--- src/rtl/led_pkg.sv ---
// led_pkg: shared constants, FSM states and helpers for the LED RAM
// arbiter and the matrix scanner.
package led_pkg;

  localparam int ROWS = 8;
  localparam int COLS = 8;
  localparam int DW   = 4;

  localparam logic GRANT_R = 1'b0;
  localparam logic GRANT_W = 1'b1;

  typedef enum logic [2:0] {
    IDLE,
    W_HI,
    W_LO,
    W_ACK,
    R_ADDR,
    R_ACK,
    CLR
  } arb_state_t;

  function automatic logic [7:0] bin_to_onehot(
    input logic [2:0] b
  );
    logic [7:0] oh;
    oh    = '0;
    oh[b] = 1'b1;
    return oh;
  endfunction

endpackage

--- src/rtl/led_rr_pick.sv ---
// led_rr_pick: combinational 2-way picker, write vs read.
// rr_en=1 alternates on contention using last_grant; else write wins.
module led_rr_pick
  import led_pkg::*;
(
  input  logic req_w,
  input  logic req_r,
  input  logic last_grant,
  input  logic rr_en,
  output logic grant_w,
  output logic grant_r
);

  assign grant_w = req_w &
    (~req_r | ~rr_en | (last_grant == GRANT_R));
  assign grant_r = req_r & ~grant_w;

endmodule

--- src/rtl/led_ram_arbiter.sv ---
// led_ram_arbiter: shares the one-hot LED RAM port between pen writes
// (wr_*) and scan reads (rd_*); drives ram_* and aborts on state toggles.
module led_ram_arbiter
  import led_pkg::*;
#(
  parameter bit ARB_RR = 1'b1
) (
  input  logic            clk,
  input  logic            rst_n,
  input  logic            state,
  input  logic            wr_req,
  input  logic [2:0]      wr_row,
  input  logic [2:0]      wr_col,
  input  logic [DW-1:0]   wr_data,
  output logic            wr_ack,
  output logic            wr_err,
  input  logic            rd_req,
  input  logic [2:0]      rd_row,
  input  logic [2:0]      rd_col,
  output logic            rd_valid,
  output logic [DW-1:0]   rd_data,
  output logic [ROWS-1:0] ram_addr_row,
  output logic [COLS-1:0] ram_addr_col,
  output logic [DW-1:0]   ram_data,
  output logic            ram_we,
  input  logic [DW-1:0]   ram_led_data
);

  arb_state_t fsm;
  logic       last_grant;
  logic       state_d;
  logic       clr_pend;
  logic       toggle;
  logic       grant_w;
  logic       grant_r;

  assign toggle = state ^ state_d;

  led_rr_pick u_pick (
    .req_w      (wr_req),
    .req_r      (rd_req),
    .last_grant (last_grant),
    .rr_en      (ARB_RR),
    .grant_w    (grant_w),
    .grant_r    (grant_r)
  );

  always_ff @(posedge clk or negedge rst_n) begin
    if (!rst_n) begin
      fsm          <= IDLE;
      last_grant   <= GRANT_R;
      state_d      <= 1'b0;
      clr_pend     <= 1'b0;
      ram_addr_row <= 8'h01;
      ram_addr_col <= 8'h01;
      ram_data     <= '0;
      ram_we       <= 1'b0;
      wr_ack       <= 1'b0;
      wr_err       <= 1'b0;
      rd_valid     <= 1'b0;
      rd_data      <= '0;
    end else begin
      state_d  <= state;
      ram_we   <= 1'b0;
      wr_ack   <= 1'b0;
      wr_err   <= 1'b0;
      rd_valid <= 1'b0;
      unique case (fsm)
        // CLR is the RAM clear cycle: nothing is granted during it, and the
        // request sampled at its end goes straight to the arbiter.
        IDLE, CLR: begin
          if (toggle) begin
            fsm <= CLR;
          end else if (grant_w) begin
            fsm          <= W_HI;
            last_grant   <= GRANT_W;
            ram_we       <= 1'b1;
            ram_addr_row <= bin_to_onehot(wr_row);
            ram_addr_col <= bin_to_onehot(wr_col);
            ram_data     <= wr_data;
          end else if (grant_r) begin
            fsm          <= R_ADDR;
            last_grant   <= GRANT_R;
            ram_addr_row <= bin_to_onehot(rd_row);
            ram_addr_col <= bin_to_onehot(rd_col);
          end else begin
            fsm <= IDLE;
          end
        end
        W_HI, W_LO: begin
          fsm    <= W_ACK;
          wr_ack <= (fsm == W_LO) | toggle;
          wr_err <= toggle;
          if (toggle) begin
            clr_pend <= 1'b1;
          end else if (fsm == W_HI) begin
            fsm    <= W_LO;
            wr_ack <= 1'b0;
          end
        end
        R_ADDR: begin
          fsm      <= R_ACK;
          rd_valid <= 1'b1;
          rd_data  <= ram_led_data;
          if (toggle) clr_pend <= 1'b1;
        end
        W_ACK, R_ACK: begin
          fsm      <= (toggle | clr_pend) ? CLR : IDLE;
          clr_pend <= 1'b0;
        end
        default: fsm <= IDLE;
      endcase
    end
  end

endmodule

--- config.mk ---
export PLATFORM = sky130hd
export DESIGN_NAME = led_ram_arbiter
export DESIGN_NICKNAME = d
export VERILOG_FILES = /design/src/rtl/led_pkg.sv /design/src/rtl/led_rr_pick.sv /design/src/rtl/led_ram_arbiter.sv
export SDC_FILE = /design/constraint.sdc
export NUM_CORES = 1
export LEC_CHECK = 0
export CAP_MARGIN = 15
export CELL_PAD_IN_SITES_DETAIL_PLACEMENT = 2
export CELL_PAD_IN_SITES_GLOBAL_PLACEMENT = 2
export CORE_MARGIN = 2
export CORE_UTILIZATION = 30
export DETAILED_ROUTE_END_ITERATION = 12
export PLACE_DENSITY_LB_ADDON = 0.1
export SYNTH_ARGS = -nofsm -noshare
export SYNTH_HDL_FRONTEND = slang
export SYNTH_SLANG_ARGS = --single-unit
--- constraint.sdc ---
create_clock -name clk -period 3.6 [get_ports clk]
set_clock_uncertainty 0.1 [all_clocks]
set_input_delay 0.72 -clock clk [delete_from_list [all_inputs] [get_ports clk]]
set_output_delay 0.72 -clock clk [all_outputs]
set_load 0.05 [all_outputs]
# == After elaboration in Yosys (flattened, before gate mapping) ==
# Cells that the tools add are included.
# classes
order_cmp,8
n_eq_ne,7
n_mux,31
bitwise,10
n_reduce_logical,14
# op_table
cell,count
8-bit 2-to-1 mux,4
1-bit 2-to-1 mux,17
"3-bit by 4-bit less-than comparator with 1-bit output, second input constant",4
1-bit demux with 3-bit select,4
"3-bit by 1-bit greater-or-equal comparator with 1-bit output, second input constant",4
3-bit 2-to-1 mux,4
3-bit one-hot mux with 4 select lines,1
"3-bit equality test, second input constant",3
"3-bit by 2-bit equality test with 1-bit output, second input constant",2
3-bit AND reduction,2
2-bit OR reduction,3
1-bit logical AND,4
1-bit NOT,4
2-bit nonzero test,2
"3-bit by 1-bit equality test with 1-bit output, second input constant",1
3-bit logical NOT,1
1-bit bitwise OR,3
3-bit OR reduction,1
1-bit AND,2
"2-bit by 1-bit != test with 1-bit output, second input constant",1
1-bit one-hot mux with 2 select lines,1
2-bit AND reduction,1
1-bit XOR,1
# word_totals
regBits,34
wordCells,82

# == Longest topological paths before layout ==
# Gate-level depths: netlist of run 1.
# logic_depth
word_depth,9
ltp_mapped,6
depth_no_buf,4

# == Modules after synthesis ==
# A second synthesis of run 1 with hierarchy kept.
# unflattened
cells_unflattened,144
area_unflattened_um2,1697.9
# by_module_without_submodules
module,n_inst,cells_per_inst,area_per_inst_um2,seq_area_each_um2
led_ram_arbiter,1,140,1676.6,853.3
led_rr_pick,1,4,21.3,0.0

# == Worst setup path after synthesis of run 1 ==
# No wires, ideal clock.
# synth_path
path_kind,input-to-reg
startpoint,in state
endpoint,reg ram_data[0]
setup_time_ps,125
arrival_ps,1673
t_required_ps,3375
slack_ps,1702
stages,3
path_cell_list,xor2_1 nor4_4 mux2_2
# synth_via
elab_chain_len,3
# synth_lines
item,line_no,text
start: declaration,led_ram_arbiter.sv:10,"input logic state,"
1-bit XOR,led_ram_arbiter.sv:37,assign toggle = state ^ state_d;
1-bit NOT (no line),--,
3-bit AND reduction (no line),--,
end signal: assignment,led_ram_arbiter.sv:80,ram_data <= wr_data;
end: declaration,led_ram_arbiter.sv:24,"output logic [DW-1:0] ram_data,"
# Every way passes these cells.
# A chain may end at the register's enable or synchronous reset.

# == Worst setup path in the final report of run 1 ==
# layout_path
startpoint,in wr_req
endpoint,reg ram_data[2]
# layout_via
elab_chain_len,2
# layout_lines
item,line_no,text
start: declaration,led_ram_arbiter.sv:11,"input logic wr_req,"
1-bit AND,led_rr_pick.sv:14,assign grant_w = req_w &
3-bit AND reduction (no line),--,
# Every way passes these cells.

==> run metrics, run 1 <==
gr usage total=approximately 16%; Distinct cells, synth=33; Die Y=78.40 um; Tmin final=2451 ps; register area share after synthesis=51.39%; Post CTS Setup Buffer Count=0; RSZ-0062 raised after global routing=false; Worst-path clk slew=about 80 ps; Worst-Skew Late Latency=290 ps; VDD IR max=429.4 uV; status=completed; Hold-fix buffers, CTS=0; Yosys reg bits=34; count of final setup violators=0; # rows=27; HP Class=reg2reg; DRT Pass-1 Iters=4; Port Buffers=52; top_reg_cell synth=dfrtp_1; cts repair resizes=0; GRT overflow=0; WP data required=3670 ps; met2 Resource Use GR=29.14%; vias in the first global route=roughly 1600; Hold Slack=393.2 ps; critical path class=in2reg; Hold Fails Final Rpt=0; Worst-Margin Slew=666.3 ps; Critical Path Start Type=input pin; top cells by area, synth=dfrtp_1 (48%), o221ai_1 (5.8%), mux2_2 (5.4%); total power=2.506 mW; CTS tree=built; leading area contributor after synthesis=dfrtp_1; Finished Layout Cells=274; met1 Usage GRT=18.00%; Root Buffer=clkbuf_8; nets=226; DRT Wirelength=4536 um; post-synth net total=172; setup tns final=0 ps; clk sinks=34; most frequent cell after synthesis=dfrtp_1; Detail Route Antenna Nets=0; # DRC=0; Post-Synthesis Cell Area=1660 sq um; htree depth=2; endpoint class of the critical path=flop; die area=6146 sq um; max-slew violation count=0; GP Congestion=0.7463; Synth warnings=0; number of enable flip-flop cells after synthesis=0; IO Count=53; area grow syn2layout=41.67%; Synth top cells by count=dfrtp_1 (32), nand2b_1 (12), o21a_1 (12); CP arrival=2520 ps; Inserted Clock Buffers=5; detailed router's first-iteration violation count=66; ANT cells=0; routing usage on met3=4.023%; placed inst area=2236 sq um; Initial Util=30.53%; Max Cap Viol=0; Rel. slew slack=roughly 55%; largest net degree at the start of global routing=35; pwr dens=1065 nW/um^2; Post-Syn Instances=147; GR peak layer=met2; Synth top area share=48.23%; Design Area, Final=roughly 2400 sq um; # fillers=576; layout cells sized above 1=12.38%; Vias/cell=5.066; CP Max Fanout=11; initial antenna violation count=0; syn avg cell area=11.29 sq um; DR WL/cell=16.55 um; placed cell count=266; chip width=78.40 um; Max Root-Sink Buffers=2; Core ar.=5439 sq um; Post-synth ARST share=100.0%; Max Clock Freq=0.4080 GHz; first-pass GRT wire length=between 7000 and 8000 um; Final Cycle Share=68.09%; via count=between 1000 and 1500; Post-DP HPWL=3448 um; Leak=0.9013 nW
## placed cells by master (no fill, tap or decap), drive strengths merged
master         Yosys  routed
a211oi             1       1
a21bo              1       1
a21o               1       1
a21oi              6       6
a31oi              3       3
and2               1       1
and3               1       1
buf                7       2
bufinv             0       1
clkbuf             0       7
clkdlybuf4s50      0      52
dfrtp             32      32
dfstp              2       2
inv                3       3
mux2               8       8
nand2              8       8
nand2b            12      12
nand3              2       2
nand3b             4       4
nor2              10      10
nor3               4       4
nor4               2       2
o211ai             1       1
o21a              12      12
o21ai              3       3
o221a              1       1
o221ai            11      11
o22ai              1       1
o32a               4       4
or3                3       3
xnor2              1       1
xor2               2       2
## through the flow
step	utilization [%]	setup WS (ps)
after floorplan	-	1702
after global placement	41.11	934.2
after detailed placement	41.11	826.9
after CTS	43.25	1131
after global routing	43.25	1077
final	43.25	1149
## registers in the layout, indices dropped and copies added, names as in the netlist, 3 cells and up
name / cells
ram_addr_row: 8
ram_data: 4
ram_addr_col: 8
fsm: 3
rd_data: 4
## power by group
group	total, mW	switching, mW	internal, mW
Combinational	1.41	0.883	0.523
Sequential	0.732	0.153	0.580
Clock	0.367	0.141	0.226
Total	2.51	1.18	1.33
## cells by family after synthesis
kind of cell	count (synthesis)	share of synthesized area, %
and+or+nand+nor	47	16.96
DFF	34	51.39
AOI/OAI and AO/OA	45	20.50
muxes	8	5.426
xor gates and xnor gates	3	2.035
buffers and inverters	10	3.693
## per-layer routing
layer | part of all wire [%] | wire [um] | vias up
li1 | - | - | 650
met3 | 4.4 | 200 | 5
met5 | 0 | 0 | -
met4 | 0.88 | 40 | 0
met1 | 42 | 1891 | 698
met2 | 53 | 2403 | 35
## worst max-delay path, stage by stage
cell and delay (ps):
clkdlybuf4s50_1 700, a21bo_2 330, nor4_4 380, mux2_2 390
## final cells by class
| type | count | area, sq um | area share [%] |
|---|---|---|---|
| multi-input combinational | 103 | 745.7 | 31.70 |
| clock inverter | 1 | 30.03 | 1.277 |
| sequential | 34 | 853.3 | 36.28 |
| timing repair buffer | 54 | 535.5 | 22.77 |
| inverter | 3 | 11.26 | 0.4787 |
| tap | 72 | 90.09 | 3.830 |
| clock buffer | 7 | 86.33 | 3.670 |
## final timing paths
| kind | to | slack [ps] | start | cells past startpoint |
|---|---|---|---|---|
| worst max-delay path | ram_data[2] | 1150 | wr_req | 4 |
| max in group asynchronous | ram_addr_row[0] | 2310 | rst_n | 2 |
| worst max register to register | ram_addr_row[5] | 1670 | fsm[2] | 5 |
| worst min-delay path | ram_addr_row[3] | 390 | ram_addr_row[3] | 1 |
| min in group asynchronous | ram_addr_row[6] | 750 | rst_n | 2 |
| worst min register to register | ram_addr_row[3] | 390 | ram_addr_row[3] | 1 |
Note: power is estimated with default switching activity, not from simulation.
==> run 2, diff against run 1 <==
Settings changed: CORE_UTILIZATION 30 to 28.
Clock period 3.6 ns to 2.38 ns, I/O delays scaled along.
==> run 2 against run 1 <==
Total power rose by 48%. Flip-flop and latch count did not move. Worst hold slack got worse by 2.9 ps. First-iteration DRC count fell by 45%. Non-clock buffer count rose by 2. Clock power rose by 24%. Count of clock-buffer cells in the layout did not move. Critical path depth fell by 3. Utilization fell by 2.7 points. Die area rose by 6.8%. Sequential power rose by 52%. Cell count rose by 1.8%. Largest power group unchanged. Highest routed layer unchanged.
==> run metrics, run 2 (synthesis gave the netlist of run 1 again) <==
Leak=0.9038 nW (+0.28%); biggest regs=ram_addr_col x8, ram_addr_row x8; largest net degree at the start of global routing=35 (unchanged); DRT Wirelength=4679 um (+3.2%); via count=1409 (+1.5%); endpoint class of the critical path=output pin; Hold Fails Final Rpt=0 (unchanged); IO Count=53 (unchanged); VDD IR max=655.3 uV (+53%); Worst Hold End=ram_addr_row[5]; CP bufs+invs=1 (unchanged); Post CTS Setup Buffer Count=0 (unchanged); HP Class=reg2reg; ANT cells=0 (unchanged); RSZ-0062 raised after global routing=false; layout cells sized above 1=13.24% (+0.86 points); cts repair resizes=0 (unchanged); Worst-path clk slew=80 ps (about the same); WP data required=1800 ps (-1870 ps); Tmin final=2195 ps; CP top delay family=buffers and inverters; Max Clock Freq=0.4555 GHz; Post-DP HPWL=3526 um (+2.3%); Critical Path Start Type=flop; critical register-to-register path endpoint=ram_addr_row[6]; pwr dens=1572 nW/um^2 (+48%); Root Buffer=clkbuf_8; Net Sw Frac=48.18% (+1.2 points); CP arrival=1620 ps (-900 ps); Hold-fix buffers, CTS=0 (unchanged); R2R depth=5 (unchanged); # DRC=0 (unchanged); CP Launch Point=ram_addr_row[0]; worst reg-to-reg setup slack=570 ps (-1100 ps); critical path, cell by cell=clkdlybuf4s50_1; gr usage total=15.50% (-0.13 points); CTS tree=built; register share of total power=29.8% (+0.6 points); crit-path max cell delay=790 ps (+90 ps); nets=228 (+0.88%); first-pass GRT wire length=7672 um (+1.4%); Slowest-stage cell, CP=clkdlybuf4s50_1; Switch Pwr=1.787 mW (+52%); clk sinks=34 (unchanged); Max Root-Sink Buffers=2 (unchanged); vias in the first global route=1554 (+0.064%); detailed router's first-iteration violation count=36 (-45%); Clk pwr share=12.3% (-2.4 points); DRT Pass-1 Iters=4 (unchanged); setup tns final=0 ps (unchanged); worst r2r src=fsm[2]; Hold Crit Depth=1 (unchanged); Detail Route Antenna Nets=0 (unchanged); GP Congestion=0.7759 (+4.0%); Rel. slew slack=65.33% (+9.9 points); initial antenna violation count=0 (unchanged); Vias/cell=5.050 (-0.31%); DR WL/cell=16.77 um (+1.3%); Max Cap Viol=0 (unchanged); Inserted Clock Buffers=5 (unchanged); most common cell after layout, fill and taps aside=clkdlybuf4s50_1; Hold Crit Start=ram_addr_row[5]; chip width=81.01 um (+3.3%); CP Max Fanout=2 (-9); Port Buffers=52 (unchanged); Worst-Skew Late Latency=290 ps (about the same); P_int=1.921 mW (+45%); # rows=28 (+3.7%); Hold Slack=390.4 ps (-2.858 ps); Worst-Margin Slew=518.4 ps (-147.9 ps); Die Y=81.01 um (+3.3%); Final Cycle Share=92.24%; die area=6562 sq um (+6.8%); critical path class=reg2out; status=completed; Core ar.=5816 sq um (+6.9%); max-slew violation count=0 (unchanged); most frequent cells in the layout=clkdlybuf4s50_1 (52), dfrtp_1 (32), nand2b_1 (12), o21a_1 (12), o221ai_1 (11); htree depth=2 (unchanged); GRT overflow=0 (unchanged); Initial Util=28.55% (-2.0 points); Comb pwr share=57.9% (+1.8 points); count of final setup violators=0 (unchanged); area grow syn2layout=42.05%
## run 2: cell count changes in the layout (fill, tap and decap cells not counted), sizes merged
cell,before,now
buf,2,4
clkinv,0,1
bufinv,1,0
## run 2: per-stage QoR
step / setup WS [ps] / instance area (sq um) / utilization (%) / total power, mW / std cells
after global placement: 140.6 / 2267 / 38.98 / 3.236 / 271
after floorplan: 725.9 / 1660 / - / 2.591 / 147
after CTS: 167.4 / 2359 / 40.56 / 3.772 / 279
after global routing: 152.5 / 2359 / 40.56 / 3.929 / 279
after detailed placement: 82.13 / 2267 / 38.98 / 3.301 / 271
final: 184.7 / 2359 / 40.56 / 3.708 / 279
## run 2: worst max path at each step
stage	endpoint	cells past startpoint	slack [ps]
4_1_cts	ram_addr_col[0]	1	170
5_1_grt	ram_addr_col[0]	1	150
2_1_floorplan	ram_data[0]	3	730
6_report	ram_addr_row[0]	1	180
3_3_place_gp	ram_addr_row[5]	6	140
3_5_place_dp	ram_data[2]	4	80
## run 2: power groups by stage
stage	Combinational (mW)	Clock, mW	Sequential [mW]
after global placement	2.13	0	1.11
after floorplan	0.728	0	1.86
after detailed placement	2.17	0	1.13
after global routing	2.28	0.494	1.15
final	2.15	0.455	1.11
after CTS	2.18	0.479	1.11
## run 2: final cells by class
class                      count  area, sq um
multi-input combinational    103        745.7
sequential                    34        853.3
clock inverter                 1        5.005
tap                           75        93.84
timing repair buffer          56        563.0
fill                         635         3457
clock buffer                   7        86.33
inverter                       3        11.26
## run 2: per-layer routing
metal | global-route usage, % | up-vias | share of wire [%]
li1 | - | 653 | -
met3 | 4.556 | 6 | 5.3
met1 | 17.65 | 714 | 40
met2 | 27.69 | 36 | 53
met5 | 0 | - | 0
met4 | 5.085 | 0 | 1.3
==> run 3, diff against run 2 <==
Settings changed: PLACE_DENSITY_LB_ADDON 0.1 to 0.2.
==> run 3 against run 2 <==
Global-route usage fell by 0.11 points. Flip-flop and latch count did not move. Sequential power barely moved. Die area did not move. Cell count rose by 0.36%. First-iteration DRC count rose by 25%. Maximum frequency rose by 0.68%.
==> run metrics, run 3 (synthesis gave the netlist of run 1 again) <==
met2 wire len=2237 um (-9.7%); layout cells sized above 1=13.17% (-0.065 points); max-slew violation count=0 (unchanged); Worst-path clk slew=70 ps (about the same); critical path class=reg2out; die area=6562 sq um (unchanged); Rel. slew slack=64.51% (-0.82 points); Initial Util=28.55% (unchanged); GP Congestion=0.8285 (+6.8%); Hold Fails Final Rpt=0 (unchanged); biggest regs=ram_addr_col x8, ram_addr_row x8; initial antenna violation count=0 (unchanged); Vias/cell=5.043 (-0.14%); Clk pwr share=13.8% (+1.5 points); clk sinks=34 (unchanged); Hold Slack=398.3 ps (+7.894 ps); vias in the first global route=1509 (-2.9%); htree depth=2 (unchanged); pwr dens=1596 nW/um^2 (+1.5%); status=completed; routed wl met3=288 um (+16%); Port Buffers=52 (unchanged); Switch Pwr=1.788 mW (about the same); largest net degree at the start of global routing=35 (unchanged); Max Cap Viol=0 (unchanged); CP Max Fanout=2 (unchanged); top sig layer=met4; Final Cycle Share=91.62% (-0.62 points); Tmin final=2181 ps (-14.73 ps); Worst-Margin Slew=532.3 ps (+13.88 ps); met1 wire length=2014 um (+6.5%); register share of total power=28.9% (-0.9 points); Die Y=81.01 um (unchanged); DR WL/cell=16.42 um (-2.1%); Max Clock Freq=0.4586 GHz (+0.68%); Max Root-Sink Buffers=2 (unchanged); WP data required=1800 ps (about the same); Slowest-stage cell, CP=clkdlybuf4s50_1; crit-path max cell delay=790 ps (about the same); Post-DP HPWL=3360 um (-4.7%); critical path, cell by cell=clkdlybuf4s50_1; Leak=0.9128 nW (+1.0%); detailed router's first-iteration violation count=45 (+25%); worst r2r src=fsm[2]; first-pass GRT wire length=7672 um (unchanged); Root Buffer=clkbuf_8; endpoint class of the critical path=output pin; CP arrival=1600 ps (-20 ps); CP bufs+invs=1 (unchanged); nets=229 (+0.44%); GRT overflow=0 (unchanged); most common cell after layout, fill and taps aside=clkdlybuf4s50_1; VDD IR max=632.3 uV (-3.5%); chip width=81.01 um (unchanged); gr usage total=15.38% (-0.11 points); IO Count=53 (unchanged); count of final setup violators=0 (unchanged); via count=1412 (+0.21%); Detail Route Antenna Nets=0 (unchanged); Post CTS Setup Buffer Count=0 (unchanged); most frequent cells in the layout=clkdlybuf4s50_1 (52), dfrtp_1 (32), nand2b_1 (12), o21a_1 (12), o221ai_1 (11); CTS tree=built; Critical Path Start Type=flop; area grow syn2layout=43.41%; DRT Pass-1 Iters=4 (unchanged); Inserted Clock Buffers=5 (unchanged); Comb pwr share=57.4% (-0.5 points); Net Sw Frac=47.03% (-1.2 points); CP top delay family=buffers and inverters; Worst-Skew Late Latency=280 ps (about the same); DRT Wirelength=4598 um (-1.7%); Hold-fix buffers, CTS=0 (unchanged); P_int=2.014 mW (+4.8%); ANT cells=0 (unchanged); # DRC=0 (unchanged); setup tns final=0 ps (unchanged); Core ar.=5816 sq um (unchanged); cts repair resizes=0 (unchanged); Hold Crit Start=ram_addr_row[7]; RSZ-0062 raised after global routing=false; # rows=28 (unchanged); HP Class=reg2reg; CP Launch Point=ram_addr_row[0]
[run 3: cell types whose count changed in the layout (fill, tap and decap cells not counted), sizes merged]
cell and change:
clkinv -1, buf +1, bufinv +1
[run 3: metrics by stage]
stage          power [mW]  utilization, %  instance area, sq um  setup WS [ps]  instances
3_3_place_gp        3.253           39.11                  2275          100.6        272
6_report            3.801           40.94                  2381          199.4        280
2_1_floorplan       2.591               -                  1660          725.9        147
5_1_grt             4.039           40.94                  2381          150.4        280
4_1_cts             3.855           40.94                  2381          183.4        280
3_5_place_dp        3.312           39.11                  2275          54.44        272
[run 3: worst reg2reg max path: cells and delay by family, from the launching register on]
kind | cells | cell delay [ps]
AO/OA/AOI/OAI | 2 | 300
XOR/XNOR | 1 | 280
buffers and inverters | 1 | 220
flip-flops | 1 | 510
AND/OR/NAND/NOR | 1 | 290
[run 3: per-layer routing]
metal	vias up	GRT usage, %
met2	44	26.12
met1	698	19.01
li1	664	-
met5	-	0
met3	6	4.333
met4	0	4.576
[run 3: worst paths after layout]
path                                         to  slack [ps]  cells past startpoint
max in group asynchronous       ram_addr_col[0]        1330                      2
min in group asynchronous       ram_addr_row[6]         510                      2
worst max register to register  ram_addr_row[1]         580                      5
worst max-delay path            ram_addr_row[0]         200                      1
worst min register to register  ram_addr_row[7]         400                      1
worst min-delay path            ram_addr_row[7]         400                      1
[run 3: cell type report]
type                            instances  area (sq um)
Inverter                                3         11.26
Timing Repair Buffer                   57         570.5
Clock buffer                            7         76.32
Tap cell                               75         93.84
Multi-Input combinational cell        103         745.7
Sequential cell                        34         853.3
Fill cell                             625          3435
Clock inverter                          1         30.03
[run 3: power by group through the flow]
| stage | sequential [mW] | clock, mW | combinational, mW |
|---|---|---|---|
| 2_1_floorplan | 1.86 | 0 | 0.728 |
| 3_3_place_gp | 1.09 | 0 | 2.16 |
| 3_5_place_dp | 1.11 | 0 | 2.20 |
| 4_1_cts | 1.11 | 0.538 | 2.21 |
| 5_1_grt | 1.15 | 0.561 | 2.33 |
| 6_report | 1.10 | 0.523 | 2.18 |
